--- config.mk ---
export PLATFORM = sky130hd
export DESIGN_NAME = mem_access_unit
export DESIGN_NICKNAME = d
export VERILOG_FILES = /design/src/rtl/core_pkg.sv /design/src/rtl/mem_access_unit.sv
export SDC_FILE = /design/constraint.sdc
export NUM_CORES = 1
export LEC_CHECK = 0
export ABC_CLOCK_PERIOD_IN_PS = 2520
export CAP_MARGIN = 20
export CORE_ASPECT_RATIO = 0.5
export CORE_MARGIN = 4
export CORE_UTILIZATION = 40
export CTS_BUF_LIST = sky130_fd_sc_hd__clkbuf_8
export CTS_CLUSTER_SIZE = 8
export DETAILED_ROUTE_END_ITERATION = 10
export PLACE_DENSITY = 0.86
export REMOVE_ABC_BUFFERS = 1
export SLEW_MARGIN = 20
export SYNTH_ARGS = -nofsm -noshare
export SYNTH_HDL_FRONTEND = slang
export SYNTH_SLANG_ARGS = --single-unit
--- constraint.sdc ---
create_clock -name clk -period 2.52 [get_ports clk]
set_input_delay 0.504 -clock clk [delete_from_list [all_inputs] [get_ports clk]]
set_output_delay 0.504 -clock clk [all_outputs]
set_load 0.01 [all_outputs]
--- src/rtl/core_pkg.sv ---
// Shared types and constants for the core pipeline stages.
package core_pkg;

    typedef enum logic [1:0] {
        IDLE = 2'd0,
        REQ  = 2'd1,
        FIN  = 2'd2
    } mem_state_t;

    typedef enum logic {
        LOAD  = 1'b0,
        STORE = 1'b1
    } mem_op_t;

    localparam int MEM_TIMEOUT_DEF = 255;

endpackage

--- src/rtl/mem_access_unit.sv ---
// Memory-access stage: turns one load/store request into a req/ack memory
// transaction and reports completion as finish/error pulses.
module mem_access_unit
    import core_pkg::*;
#(
    parameter int ADDR_W  = 17,
    parameter int TIMEOUT = MEM_TIMEOUT_DEF
) (
    input  logic              clk,
    input  logic              rstn,
    input  logic              ld_valid,
    input  logic              st_valid,
    input  logic [31:0]       addr,
    input  logic [31:0]       wdata,
    output logic [31:0]       rdata,
    output logic              load_finish,
    output logic              store_finish,
    output logic              acc_err,
    output logic              busy,
    output logic              mem_req,
    output logic              mem_we,
    output logic [ADDR_W-1:0] mem_addr,
    output logic [31:0]       mem_wdata,
    input  logic [31:0]       mem_rdata,
    input  logic              mem_ack
);

    localparam int CNT_W = ($clog2(TIMEOUT + 1) > 8) ? $clog2(TIMEOUT + 1) : 8;
    localparam logic [CNT_W-1:0] TO_LAST = CNT_W'(TIMEOUT - 1);

    mem_state_t        state_q;
    mem_op_t           op_q;
    logic [CNT_W-1:0]  cnt_q;
    logic [31:0]       rdata_q;
    logic              load_finish_q;
    logic              store_finish_q;
    logic              acc_err_q;
    logic              busy_q;
    logic              mem_req_q;
    logic              mem_we_q;
    logic [ADDR_W-1:0] mem_addr_q;
    logic [31:0]       mem_wdata_q;
    logic              req_bad;

    // Misaligned, beyond the word array, or both request types at once.
    always_comb begin
        req_bad = (addr[1:0] != 2'b00)
               || ((addr >> (ADDR_W + 2)) != 32'd0)
               || (ld_valid && st_valid);
    end

    always_ff @(posedge clk) begin
        if (!rstn) begin
            state_q        <= IDLE;
            op_q           <= LOAD;
            cnt_q          <= '0;
            rdata_q        <= '0;
            load_finish_q  <= 1'b0;
            store_finish_q <= 1'b0;
            acc_err_q      <= 1'b0;
            busy_q         <= 1'b0;
            mem_req_q      <= 1'b0;
            mem_we_q       <= 1'b0;
            mem_addr_q     <= '0;
            mem_wdata_q    <= '0;
        end else begin
            load_finish_q  <= 1'b0;
            store_finish_q <= 1'b0;
            acc_err_q      <= 1'b0;
            case (state_q)
                IDLE: begin
                    if (ld_valid || st_valid) begin
                        busy_q      <= 1'b1;
                        op_q        <= ld_valid ? LOAD : STORE;
                        mem_we_q    <= st_valid && !ld_valid;
                        mem_addr_q  <= addr[ADDR_W+1:2];
                        mem_wdata_q <= wdata;
                        cnt_q       <= '0;
                        if (req_bad) begin
                            state_q        <= FIN;
                            load_finish_q  <= ld_valid;
                            store_finish_q <= st_valid;
                            acc_err_q      <= 1'b1;
                            if (ld_valid) begin
                                rdata_q <= '0;
                            end
                        end else begin
                            state_q   <= REQ;
                            mem_req_q <= 1'b1;
                        end
                    end
                end
                REQ: begin
                    if (mem_ack) begin
                        mem_req_q <= 1'b0;
                        state_q   <= FIN;
                        if (op_q == LOAD) begin
                            rdata_q       <= mem_rdata;
                            load_finish_q <= 1'b1;
                        end else begin
                            store_finish_q <= 1'b1;
                        end
                    end else begin
                        cnt_q <= cnt_q + 1'b1;
                        // Abort so a dead memory cannot stall the core.
                        if (cnt_q == TO_LAST) begin
                            mem_req_q <= 1'b0;
                            state_q   <= FIN;
                            acc_err_q <= 1'b1;
                            if (op_q == LOAD) begin
                                rdata_q       <= '0;
                                load_finish_q <= 1'b1;
                            end else begin
                                store_finish_q <= 1'b1;
                            end
                        end
                    end
                end
                FIN: begin
                    state_q <= IDLE;
                    busy_q  <= 1'b0;
                end
                default: begin
                    state_q <= IDLE;
                    busy_q  <= 1'b0;
                end
            endcase
        end
    end

    assign rdata        = rdata_q;
    assign load_finish  = load_finish_q;
    assign store_finish = store_finish_q;
    assign acc_err      = acc_err_q;
    assign busy         = busy_q;
    assign mem_req      = mem_req_q;
    assign mem_we       = mem_we_q;
    assign mem_addr     = mem_addr_q;
    assign mem_wdata    = mem_wdata_q;

endmodule

# Yosys cells after proc, flatten, opt, wreduce, memory -nomap -nowiden
# Index checks and enable logic that the tools add are counted.
totals:
  reg_bits: 98
  latch_bits: 0
  ramBits: 0
  rom_bits: 0
  input_bits: 101
  memories: 0
classes:
  add_sub_neg: 1
  n_mul: 0
  n_div: 0
  magnitude_cmp: 0
  n_eq_ne: 9
  shift: 0
  n_mux: 41
  bitwise_logic: 1
  reduce_logical: 16
op_table:
  columns: ["op", "count"]
  rows:
  - ["32-bit two-way mux", 7]
  - ["32-bit one-hot mux with 2 select lines", 1]
  - ["32-bit nonzero test", 1]
  - ["1-bit two-way mux", 20]
  - ["8-bit two-way mux", 2]
  - ["8-bit one-hot mux with 2 select lines", 1]
  - ["2-bit inequality test (second input constant)", 6]
  - ["1-bit one-hot mux with 2 select lines", 5]
  - ["8-bit by 1-bit adder with 8-bit output (second input constant)", 1]
  - ["8-bit equality test (second input constant)", 1]
  - ["2-bit two-way mux", 4]
  - ["2-bit AND reduction", 3]
  - ["6-bit AND reduction", 1]
  - ["2-bit one-hot mux with 2 select lines", 1]
  - ["4-bit AND reduction", 1]
  - ["2-bit nonzero test", 2]
  - ["1-bit logical OR", 3]
  - ["3-bit inequality test (second input constant)", 1]
  - ["3-bit AND reduction", 1]
  - ["2-bit by 1-bit equality test with 1-bit output (second input constant)", 1]
  - ["1-bit logical AND", 2]
  - ["2-bit logical NOT", 1]
  - ["1-bit logical NOT", 1]
  - ["1-bit inverter", 1]

# Longest topological paths before layout
logic_depth:
  depth_word: 6
  mapped_depth: 8

# Worst setup path after synthesis
# No wires, ideal clock.
synth_timing:
  path_kind: "in2reg"
  startpoint: "input port addr[26]"
  endpoint: "register rdata_q[0] (netlist: rdata[0])"
  setup_ps: 59
  arrival_time_ps: 1945
  required_time_ps: 2461
  setup_slack_ps: 516
  stages: 6
  path_buffers: 1
  cell_sequence: "or4_4 -> nor4_4 -> a211oi_2 -> a21oi_4 -> buf_6 -> a22o_1"
synth_between:
  elab_chain_len: 5
synth_rtl:
  columns: ["item", "line", "text"]
  rows:
  - ["start: declaration", "mem_access_unit.sv:13", "input logic [31:0] addr,"]
  - ["32-bit nonzero test", "mem_access_unit.sv:48", "|| ((addr >> (ADDR_W + 2)) != 32'd0)"]
  - ["1-bit logical OR", "mem_access_unit.sv:48", null]
  - ["1-bit logical OR", "mem_access_unit.sv:49", "|| (ld_valid && st_valid);"]
  - ["2-bit inequality test (no line)", null, null]
  - ["6-bit AND reduction (no line)", null, null]
  - ["end signal: assignment", "mem_access_unit.sv:98", "rdata_q <= mem_rdata;"]
  - ["end: declaration", "mem_access_unit.sv:34", "logic [31:0] rdata_q;"]
# Every way passes these cells.
# A chain may end at the register's enable or synchronous reset.

# Worst setup path after layout
layout_timing:
  startpoint: "input port addr[26]"
  endpoint: "register rdata_q[20] (netlist: rdata[20])"
# The elaborated chain is that of the path after synthesis.

==> impl_metrics.csv <==
group,metric,value,unit
layout,num-fill-cells,626,
floorplanning,die_x,140,um
sta,worst_slack,0.367,ns
clock_tree,clk_pin_slew,0.09,ns
placement,place_inst,667,
grt,overflow,0,
setup_path,r2r_start,"cnt_q[0]$_SDFFE_PN0P_",
outcome,status,"finished, final reports clean",
detailed_routing,wirelength,11200,um
logic_synthesis,ys_seq_area_share,56.6,%
sta,final_max_slew_viol_count,0,
grt,grt_start_max_net_pins,52,
layout,drive_above_1_share,5.60,%
sta,max_freq,464,MHz
setup_path,worstPathArrival,2.46,ns
layout,utilization,70.1,%
placement,post-place-ws,-0.00392,ns
floorplanning,fp.dieH,73.8,um
placement,port_buffers,187,
sta,fin_crit_sh,85.4,%
setup_path,end_kind,"flip-flop",
sta,slew_headroom,67.0,%
layout,mostFrequentLayoutCell,"clkdlybuf4s50_1",
layout,n_antenna_cell,0,
power_and_ir_drop,peakVddDrop,0.475,mV
hold_path,min_from,"mem_addr[13]$_SDFFE_PN0P_",
clock_tree,ctsResizeCount,0,
sta,hold_slack,0.457,ns
layout,final_cells,683,
setup_path,critPathLaunch,"addr[26]",
detailed_routing,ant_nets,0,
grt,grt_use_total,21.4,%
sta,setup_viol,0,
setup_path,crit_family,"simple AND/OR/NAND/NOR gates",
detailed_routing,post-route-drc-count,0,
setup_path,crit_chain,"clkdlybuf4s50_1 -> or4_4 -> nor4_4 -> a211oi_2 -> a21oi_4 -> buf_12 -> a22o_1",
sta,hold_violations,0,
clock_tree,insertion_delay,0.36,ns
detailed_routing,vias,3411,
placement,place_hpwl,8340,um
clock_tree,cts_buffers,9,
setup_path,worst-path-max-fanout,32,
setup_path,cp_num_buf_inv,2,
logic_synthesis,synth_cells,383,
power_and_ir_drop,leakagePower,2.18,nW
logic_synthesis,synth_area,3470,um2
clock_tree,ctsHoldBuffers,0,
layout,syn2layout_area_growth,65.8,%
setup_path,critPathRequiredTime,2.83,ns
clock_tree,cts_root_buf,"clkbuf_8",
setup_path,rrSetupSlack,0.71,ns
logic_synthesis,netlist_top_cells_area,"dfxtp_1 (57%), nand2_1 (12%), a21oi_1 (8.8%)",
power_and_ir_drop,powerDensity,583,nW/um2
layout,final_cell_mix,"clkdlybuf4s50_1 (187), nand2_1 (108), dfxtp_1 (98), a21oi_1 (61), a22o_1 (32)",
clock_tree,clock_path_buffers,2,
sta,fin_setup_tns,0,ns
setup_path,slowest_stage,"or4_4",
sta,rsz0062_at_grt,"false",
logic_synthesis,yosys.area.top_type,"dfxtp_1",
clock_tree,cts_tree,"built",
setup_path,crit_type,"in2reg",
clock_tree,cts_setup_buffers,0,
grt,antenna_found_initial,0,
floorplanning,die-area,10300,um2
detailed_routing,firstDrtPassIters,4,
grt,grt_pass1_wl,17300,um
sta,fin_skew,0.00778,ns
floorplanning,ios,188,
logic_synthesis,synth_cell_types,34,
sta,max_slew.worst_pin.slew,0.495,ns
logic_synthesis,ys_warn_count,0,
floorplanning,rows,23,
hold_path,hold_depth,2,
setup_path,crit_cells,7,
logic_synthesis,synth_top_area_share,56.6,%
setup_path,ff2ff_path_depth,8,
detailed_routing,initialDrtViolationCount,150,
logic_synthesis,synth-seq-cells,98,
setup_path,cpPeakStageDelay,0.55,ns
hold_path,min_path_type,"reg2reg",
clock_tree,htree_levels,3,
floorplanning,core,8200,um2
layout,nNetsFinal,669,
setup_path,start_kind,"input pin",
placement,gp_congestion,0.803,
job,drv_cap,0,
floorplanning,initial_core_util,42.3,%
detailed_routing,wl_per_cell,16.4,um
detailed_routing,via_per_inst,4.99,
grt,grt_pass1_vias,3360,
clock_tree,cts_sinks,98,
logic_synthesis,syn_area_per_cell,9.05,um2
sta,fin_crit,2.15,ns
[cell usage after synthesis]
cell and instances:
o21ai_1 1, nor3_1 3, a211o_1 1, nand2b_1 1, ha_1 2, xor2_1 4, and4b_1 1, xnor2_1 2
nand2_1 108, o21a_1 2, inv_1 2, or4_4 1, inv_2 1, a21oi_1 61, o21bai_1 1, and2_1 1
nand3_1 3, or4_1 2, nor4_4 1, dfxtp_1 98, a21oi_4 1, and4_1 1, nor4_1 1, a211oi_2 1
a32oi_1 1, buf_6 3, clkbuf_1 20, o21ai_0 2, and3_1 3, a211oi_1 1, nor2_1 17, nand4_1 2
a22o_1 32, a21o_1 2
[registers in the layout (all words and copies together) (netlist names), 2 cells and up]
name and flops:
mem_addr 17, state_q 2, mem_wdata 32, cnt_q 8
rdata 32
[kinds of logic after synthesis]
logic type | Yosys count | synth area share, %
and+or+nand+nor | 145 | 17.8
AOI/OAI and AO/OA | 106 | 20.0
DFF | 98 | 56.6
buffers and inverters | 26 | 3.46
xor gates and xnor gates | 6 | 1.52
adders and majority gates | 2 | 0.722
[worst min-delay path, stage by stage (launching register included)]
cell and delay (ns):
dfxtp_1 0.32, nand2_1 0.05, a21oi_1 0.05
[stage by stage]
step,instance area (um2),total power (W)
2_1_floorplan,3360,0.00185
3_3_place_gp,5510,0.00221
3_5_place_dp,5510,0.00222
4_1_cts,5750,0.00339
5_1_grt,5750,0.00350
6_report,5750,0.00335
[final timing paths]
| kind | end |
|---|---|
| worst max register to register | rdata[20]$_SDFFE_PN0P_ |
| worst min-delay path | mem_addr[13]$_SDFFE_PN0P_ |
| worst max-delay path | rdata[20]$_SDFFE_PN0P_ |
| worst min register to register | mem_addr[13]$_SDFFE_PN0P_ |
[layout make-up]
cell class	instances	area, um2	share of cell area (%)
Clock buffer	12	165	2.87
Clock inverter	4	72.6	1.26
Inverter	3	11.3	0.196
Multi-Input combinational cell	259	1400	24.4
Sequential cell	98	1960	34.1
Tap cell	112	140	2.44
Timing Repair Buffer	195	1990	34.7
[where the power goes]
part | internal [W] | switching (W)
registers | 0.00161 | 0.0000311
clock network | 0.000639 | 0.000532
logic | 0.000311 | 0.000228
[per-layer routing]
layer / GRT usage (%) / wire [um] / up-vias
met1: 23.3 / 4220 / 1631
met3: 5.46 / 459 / 22
met4: 8.70 / 240 / 0
met2: 40.6 / 6290 / 85
li1: - / - / 1673
met5: 0 / 0 / -
No activity file was read; power rests on OpenSTA's default activity.
